===== src/rtl/serial_frame_sender.sv =====
// rtl/serial_frame_sender.sv - serialises preamble, 8-bit length and N payload bits MSB first
// Payload bytes arrive over valid/ready into a shift register plus one holding register.
module serial_frame_sender #(
  parameter int                PRE_W    = 4,
  parameter logic [PRE_W-1:0]  PREAMBLE = 4'b1101
) (
  input  logic       clk,
  input  logic       rst,
  input  logic       start,
  input  logic [7:0] len,
  input  logic [7:0] byte_in,
  input  logic       byte_valid,
  output logic       byte_ready,
  output logic       SerOut,
  output logic       busy,
  output logic       done,
  output logic       underrun
);

  typedef enum logic [2:0] {IDLE, PRE, LEN, DATA, DONE} state_t;

  state_t           state_q;
  logic [7:0]       len_q, len_sh_q, sh_q, hold_q, idx_q;
  logic [PRE_W-1:0] pre_sh_q;
  logic [8:0]       rem_q;
  logic [5:0]       fetch_q;
  logic [2:0]       bib_q;
  logic             sh_full_q, hold_full_q;
  logic             ser_q, busy_q, done_q, underrun_q;

  logic             take_d;
  logic [8:0]       fetch_init_d;

  assign byte_ready   = busy_q & ~hold_full_q & (fetch_q != 6'd0) & (state_q != DONE);
  assign take_d       = byte_valid & byte_ready;
  assign fetch_init_d = {1'b0, len} + 9'd7;

  assign SerOut   = ser_q;
  assign busy     = busy_q;
  assign done     = done_q;
  assign underrun = underrun_q;

  always_ff @(posedge clk or posedge rst) begin
    if (rst) begin
      state_q     <= IDLE;
      len_q       <= 8'd0;
      len_sh_q    <= 8'd0;
      sh_q        <= 8'd0;
      hold_q      <= 8'd0;
      idx_q       <= 8'd0;
      pre_sh_q    <= '0;
      rem_q       <= 9'd0;
      fetch_q     <= 6'd0;
      bib_q       <= 3'd0;
      sh_full_q   <= 1'b0;
      hold_full_q <= 1'b0;
      ser_q       <= 1'b0;
      busy_q      <= 1'b0;
      done_q      <= 1'b0;
      underrun_q  <= 1'b0;
    end else begin
      done_q     <= 1'b0;
      underrun_q <= 1'b0;
      // Default byte placement; states that consume a byte on this edge override it.
      if (take_d) begin
        fetch_q <= fetch_q - 6'd1;
        if (!sh_full_q) begin
          sh_q      <= byte_in;
          sh_full_q <= 1'b1;
        end else begin
          hold_q      <= byte_in;
          hold_full_q <= 1'b1;
        end
      end
      case (state_q)
        IDLE: begin
          ser_q  <= 1'b0;
          busy_q <= 1'b0;
          if (start) begin
            len_q       <= len;
            fetch_q     <= fetch_init_d[8:3];
            sh_full_q   <= 1'b0;
            hold_full_q <= 1'b0;
            ser_q       <= PREAMBLE[PRE_W-1];
            pre_sh_q    <= PREAMBLE << 1;
            idx_q       <= 8'(PRE_W - 1);
            busy_q      <= 1'b1;
            state_q     <= PRE;
          end
        end
        PRE: begin
          if (idx_q != 8'd0) begin
            ser_q    <= pre_sh_q[PRE_W-1];
            pre_sh_q <= pre_sh_q << 1;
            idx_q    <= idx_q - 8'd1;
          end else begin
            ser_q    <= len_q[7];
            len_sh_q <= len_q << 1;
            idx_q    <= 8'd7;
            state_q  <= LEN;
          end
        end
        LEN: begin
          if (idx_q != 8'd0) begin
            ser_q    <= len_sh_q[7];
            len_sh_q <= len_sh_q << 1;
            idx_q    <= idx_q - 8'd1;
          end else if (len_q == 8'd0) begin
            ser_q   <= 1'b0;
            done_q  <= 1'b1;
            state_q <= DONE;
          end else if (sh_full_q || take_d) begin
            // A byte handed over on this very edge goes straight onto the line.
            ser_q     <= sh_full_q ? sh_q[7] : byte_in[7];
            sh_q      <= (sh_full_q ? sh_q : byte_in) << 1;
            sh_full_q <= 1'b1;
            bib_q     <= 3'd7;
            rem_q     <= {1'b0, len_q} - 9'd1;
            state_q   <= DATA;
          end else begin
            ser_q       <= 1'b0;
            underrun_q  <= 1'b1;
            busy_q      <= 1'b0;
            sh_full_q   <= 1'b0;
            hold_full_q <= 1'b0;
            state_q     <= IDLE;
          end
        end
        DATA: begin
          if (rem_q == 9'd0) begin
            ser_q   <= 1'b0;
            done_q  <= 1'b1;
            state_q <= DONE;
          end else if (bib_q != 3'd0) begin
            ser_q <= sh_q[7];
            sh_q  <= sh_q << 1;
            bib_q <= bib_q - 3'd1;
            rem_q <= rem_q - 9'd1;
          end else if (hold_full_q || take_d) begin
            ser_q       <= hold_full_q ? hold_q[7] : byte_in[7];
            sh_q        <= (hold_full_q ? hold_q : byte_in) << 1;
            hold_full_q <= 1'b0;
            bib_q       <= 3'd7;
            rem_q       <= rem_q - 9'd1;
          end else begin
            ser_q       <= 1'b0;
            underrun_q  <= 1'b1;
            busy_q      <= 1'b0;
            sh_full_q   <= 1'b0;
            hold_full_q <= 1'b0;
            state_q     <= IDLE;
          end
        end
        DONE: begin
          ser_q       <= 1'b0;
          busy_q      <= 1'b0;
          sh_full_q   <= 1'b0;
          hold_full_q <= 1'b0;
          fetch_q     <= 6'd0;
          state_q     <= IDLE;
        end
        default: state_q <= IDLE;
      endcase
    end
  end

endmodule


===== config.mk =====
export PLATFORM = sky130hd
export DESIGN_NAME = serial_frame_sender
export DESIGN_NICKNAME = d
export VERILOG_FILES = /design/src/rtl/serial_frame_sender.sv
export SDC_FILE = /design/constraint.sdc
export NUM_CORES = 1
export LEC_CHECK = 0
export ABC_AREA = 1
export CORE_UTILIZATION = 50
export CTS_CLUSTER_SIZE = 24
export DETAILED_ROUTE_END_ITERATION = 10
export PLACE_DENSITY = 0.69
export SYNTH_ARGS = -nofsm -noshare
export SYNTH_HDL_FRONTEND = slang
export SYNTH_SLANG_ARGS = --single-unit

===== constraint.sdc =====
create_clock -name clk -period 2.6 [get_ports clk]
set_input_delay 0.52 -clock clk [delete_from_list [all_inputs] [get_ports clk]]
set_output_delay 0.52 -clock clk [all_outputs]
set_load 0.05 [all_outputs]

== Word level (Yosys, flattened, before mapping) ==
Index checks and enable logic that the tools add are counted.

* Add/sub/neg operators: 6
* $mul: 0
* Divide/modulo/power cells: 0
* Order comparisons: 0
* Equality and inequality tests: 19
* Shifts and indexed selects: 0
* Multiplexer cells: 93
* Bitwise logic cells: 5
* Reduce and logical (&&, ||, !) cells: 22

{| class="wikitable"
|+ Operators with widths
! cell !! number
|-
| $mux 8 || 13
|-
| $mux 9 || 6
|-
| $mux 1 || 41
|-
| $mux 3 || 13
|-
| $pmux 8 s2 || 2
|-
| $pmux 8 s3 || 1
|-
| $ne 2x2->1 const B || 11
|-
| $pmux 9 s2 || 1
|-
| $mux 6 || 2
|-
| $ne 3x3->1 const B || 4
|-
| $pmux 1 s4 || 3
|-
| $pmux 3 s4 || 1
|-
| $pmux 6 s2 || 1
|-
| $add 8x3->9 const B || 1
|-
| $logic_not 9->1 || 1
|-
| $reduce_and 3->1 || 3
|-
| $sub 8x1->9 const B || 1
|-
| $sub 9x1->9 const B || 1
|-
| $logic_not 8->1 || 1
|-
| $mux 4 || 2
|-
| $pmux 4 s2 || 1
|-
| $reduce_bool 8->1 || 1
|-
| $sub 8x1->8 const B || 1
|-
| $mux 7 || 1
|-
| other kinds (22) || 32
|}

* Register bits after elaboration: 71
* Latch bits: 0
* Memory bits (writable): 0
* ROM bits: 0
* Logic and storage cells: 161
* Memories: 0

== Longest topological paths before layout ==
* Depth in word-level cells: 10
* Mapped depth: 14
* Gate-level depth less buffers: 13

== Least setup slack after synthesis ==
Ideal clock, no wire load.

* Kind: register -> output
* Start: register busy_q, in the netlist busy
* End: output byte_ready
* Arrival time: 1.480 ns
* Data required time: 2.080 ns
* Setup slack: 0.600 ns
* Stages on the path, launching flop included: 4
* Path through: dfrtp_1 > nand2_1 > a21oi_4 > and2_1

* Word-level cells in the longest chain between the ends: 3

{| class="wikitable"
|+ Ends and longest elaborated chain
! item !! RTL line !! RTL
|-
| start, declared || 29 || <nowiki>logic ser_q, busy_q, done_q, underrun_q;</nowiki>
|-
| start signal, assigned || 58 || <nowiki>busy_q <= 1'b0;</nowiki>
|-
| start signal, assigned || 78 || <nowiki>busy_q <= 1'b0;</nowiki>
|-
| start signal, assigned || 87 || <nowiki>busy_q <= 1'b1;</nowiki>
|-
| $and 1x1->1 (3 in a row) || 34 || <nowiki>assign byte_ready = busy_q & ~hold_full_q & (fetch_q != 6'd0) & (state_q != DONE);</nowiki>
|-
| end, declared || 13 || <nowiki>output logic byte_ready,</nowiki>
|}

Every way passes these cells.

== Worst setup path in the final report ==
* Start: register hold_full_q
* End: output byte_ready

* Word-level cells in the longest chain between the ends: 4

{| class="wikitable"
|+ Ends and longest elaborated chain
! item !! RTL line !! RTL
|-
| start, declared || 28 || <nowiki>logic sh_full_q, hold_full_q;</nowiki>
|-
| start signal, assigned || 56 || <nowiki>hold_full_q <= 1'b0;</nowiki>
|-
| start signal, assigned || 72 || <nowiki>hold_full_q <= 1'b1;</nowiki>
|-
| start signal, assigned || 83 || <nowiki>hold_full_q <= 1'b0;</nowiki>
|-
| $not 1->1 || 34 ||
|-
| $and 1x1->1 (3 in a row) || 34 ||
|}

Every way passes these cells.

==> flow_metrics.py <==
metrics = {
    "status": {
        "outcome": "completed",
    },
    "die": {
        "die_width_um": 95.32,
        "die_height_um": 95.32,
        "initial_core_util_pct": 52.21,
        "io_pins": 25,
        "rows": 33,
        "die_area_mm2": 0.009086,
        "coreArea_mm2": 0.008341,
    },
    "grt": {
        "use_met1_pct": 32.62,
        "grt_max_degree": 70,
        "grt_pass1_vias": 3913,
        "grt_use_met3_pct": 3.668,
        "grt_use_met2_pct": 42.62,
        "grt_pass1_wl_um": 17690,
        "antenna_found_initial": 0,
        "grt.overflow.total": 0,
        "top_usage_layer": "met2",
        "grt_use_total_pct": 25.68,
    },
    "cts": {
        "cts.htree.levels": 3,
        "cts_setup_buffers": 0,
        "path_clk_slew_ns": 0.08,
        "post_cts_resized": 0,
        "cts_buffers": 9,
        "cts_hold_buf": 0,
        "cts_buffer_depth": 2,
        "clock_latency_ns": 0.36,
        "tritoncts": "done",
        "clock_sinks": 69,
        "cts_root_buf": "clkbuf_8",
    },
    "routing": {
        "routed_wl_um": 10630,
        "vias": 4137,
        "wire_per_inst_um": 13.61,
        "first_iter_violations": 234,
        "viasPerCell": 5.297,
        "final_antenna_net_count": 0,
        "drtPass1Iterations": 5,
        "drc": 0,
    },
    "timing": {
        "fin_crit_ns": 2.305,
        "tightest_slew_ns": 0.5030,
        "slew_headroom_pct": 66.47,
        "period_share_pct": 88.64,
        "fin_setup_tns_ns": 0,
        "rsz0062_at_grt": "no",
        "fin_ws_ns": 0.2952,
        "final_max_slew_viol_count": 0,
        "hold_viol": 0,
        "clock_skew_ns": 0.009447,
        "max_freq_mhz": 433.9,
        "worst_hold_slack_ns": 0.4743,
        "setup_violations": 0,
    },
    "power": {
        "irDropWorstVdd_mv": 0.5577,
        "leakagePower_nw": 2.587,
        "p_total_mw": 6.267,
        "powerDensity_mw_per_mm2": 1279,
    },
    "hold_path": {
        "hold_class": "reg2reg",
        "min_to": "pre_sh_q[1]$_DFFE_PP0P_",
        "hold_start": "pre_sh_q[1]$_DFFE_PP0P_",
        "hold_depth": 2,
    },
    "placement": {
        "dp_slack_ns": 0.3804,
        "place_hpwl_um": 7864,
        "place_area_mm2": 0.004702,
        "gp_congestion": 0.9135,
        "port_buffers": 24,
    },
    "final_layout": {
        "post_route_cells_drive_above_1_share_pct": 7.544,
        "syn2layout_area_growth_pct": 12.56,
        "num_antenna_cells": 0,
        "layout_common_cells": "nand2_1 (217), inv_1 (89), dfrtp_1 (69)",
        "final_common_cell": "nand2_1",
        "nNetsFinal": 697,
        "final_area_mm2": 0.004901,
    },
    "synthesis": {
        "synth_seq_cells": 69,
        "synth.cell_area_mm2": 0.004354,
        "ys_seq_area_share_pct": 39.66,
        "avgSynthCellArea_um2": 6.740,
        "synth_top_area_share_pct": 39.66,
        "yosys.area.top_type": "dfrtp_1",
        "ys_warn_count": 0,
        "yosysUniqueCellTypes": 36,
        "synth_area_leaders": "dfrtp_1 (40%), nand2_1 (19%), inv_1 (7.8%)",
        "syn-num-nets": 671,
        "synthCells": 646,
    },
    "critical_path": {
        "r2r_end": "rem_q[6]$_DFFE_PP0P_",
        "cp_slowest_cell": "dfrtp_1",
        "r2r.worst_path.cells": 9,
        "critPathMaxFanout": 18,
        "crit_chain": "inv_2, nand2_1, a21oi_4, and2_1, buf_4",
        "worstPathArrival_ns": 1.78,
        "required_ns": 2.08,
        "endpoint_kind": "primary output",
        "cpPeakStageDelay_ns": 0.41,
        "rr_startpoint": "hold_full_q$_DFF_PP0_",
        "start_kind": "flop",
        "crit_type": "reg2out",
        "regToRegSetupSlack_ns": 0.32,
    },
    "job": {
        "drv_cap": 0,
    },
}
[critical path, delay by kind of cell, from the launching register on]
family,cells,cell delay [ns]
buffers and inverters,2,0.42
AO/OA/AOI/OAI,1,0.29
AND/OR/NAND/NOR,2,0.31
flip-flops,1,0.41
[power by group]
group	leakage [nW]	internal, mW	switching, mW
clock	0.101	0.487	0.416
combinational	1.63	1.14	2.28
sequential	0.858	1.56	0.385
total	2.59	3.19	3.08
[registers in the layout (all words and copies together), names as in the netlist]
register and flops:
rem_q 9, hold_q 8, idx_q 8, len_q 8, sh_q 8, len_sh_q 7
fetch_q 6, bib_q 3, pre_sh_q 3, state_q 3, SerOut 1, busy 1
done 1, hold_full_q 1, sh_full_q 1, underrun 1
[logic make-up (layout without fill, tap and decap cells)]
family | after synthesis | after routing | synth area share [%]
xor+xnor | 6 | 6 | 1.207
fa+ha+maj | 5 | 5 | 1.437
simple gates | 359 | 359 | 35.12
flops | 69 | 69 | 39.66
buf+inv | 111 | 141 | 10.17
compound gates | 96 | 96 | 12.41
[stage by stage]
stage / cells / utilization (%)
after CTS: 781 / 58.76
after global routing: 781 / 58.76
final: 781 / 58.76
after detailed placement: 766 / 56.38
after global placement: 766 / 56.38
after floorplan: 646 / -
[how the worst max path moves through the flow]
stage | startpoint | end | slack (ns)
finish | hold_full_q$_DFF_PP0_ | byte_ready | 0.30
global route | hold_full_q$_DFF_PP0_ | rem_q[6]$_DFFE_PP0P_ | 0.16
CTS | hold_full_q$_DFF_PP0_ | byte_ready | 0.28
detailed placement | hold_full_q$_DFF_PP0_ | rem_q[6]$_DFFE_PP0P_ | 0.38
global placement | hold_full_q$_DFF_PP0_ | rem_q[6]$_DFFE_PP0P_ | 0.38
floorplan | rst | SerOut$_DFFE_PP0P_ | 0.34
[Yosys cell counts (all sizes together)]
cell type,number
nand2,225
inv,95
dfrtp,69
nor2,65
o21ai,62
nand3,45
a21oi,21
nand4,12
buf,8
clkbuf,8
a31oi,6
nor3,6
ha,5
xor2,5
nand3b,4
o211ai,2
o31ai,2
a21boi,1
and2,1
o21a,1
o32ai,1
or2,1
xnor2,1
[routing by layer]
metal / wire length, µm / vias up
met5: 0 / -
met4: 308 / 0
met3: 360 / 24
met2: 5084 / 100
met1: 4878 / 1923
li1: - / 2090
[cell type report]
type	instances	area, µm²
Tap cell	105	131.4
Clock buffer	11	151.4
Inverter	95	356.6
Timing Repair Buffer	31	302.8
Fill cell	830	3440
Sequential cell	69	1727
Clock inverter	4	47.55
Multi-Input combinational cell	466	2185
Note: power is estimated with default switching activity, not from simulation.
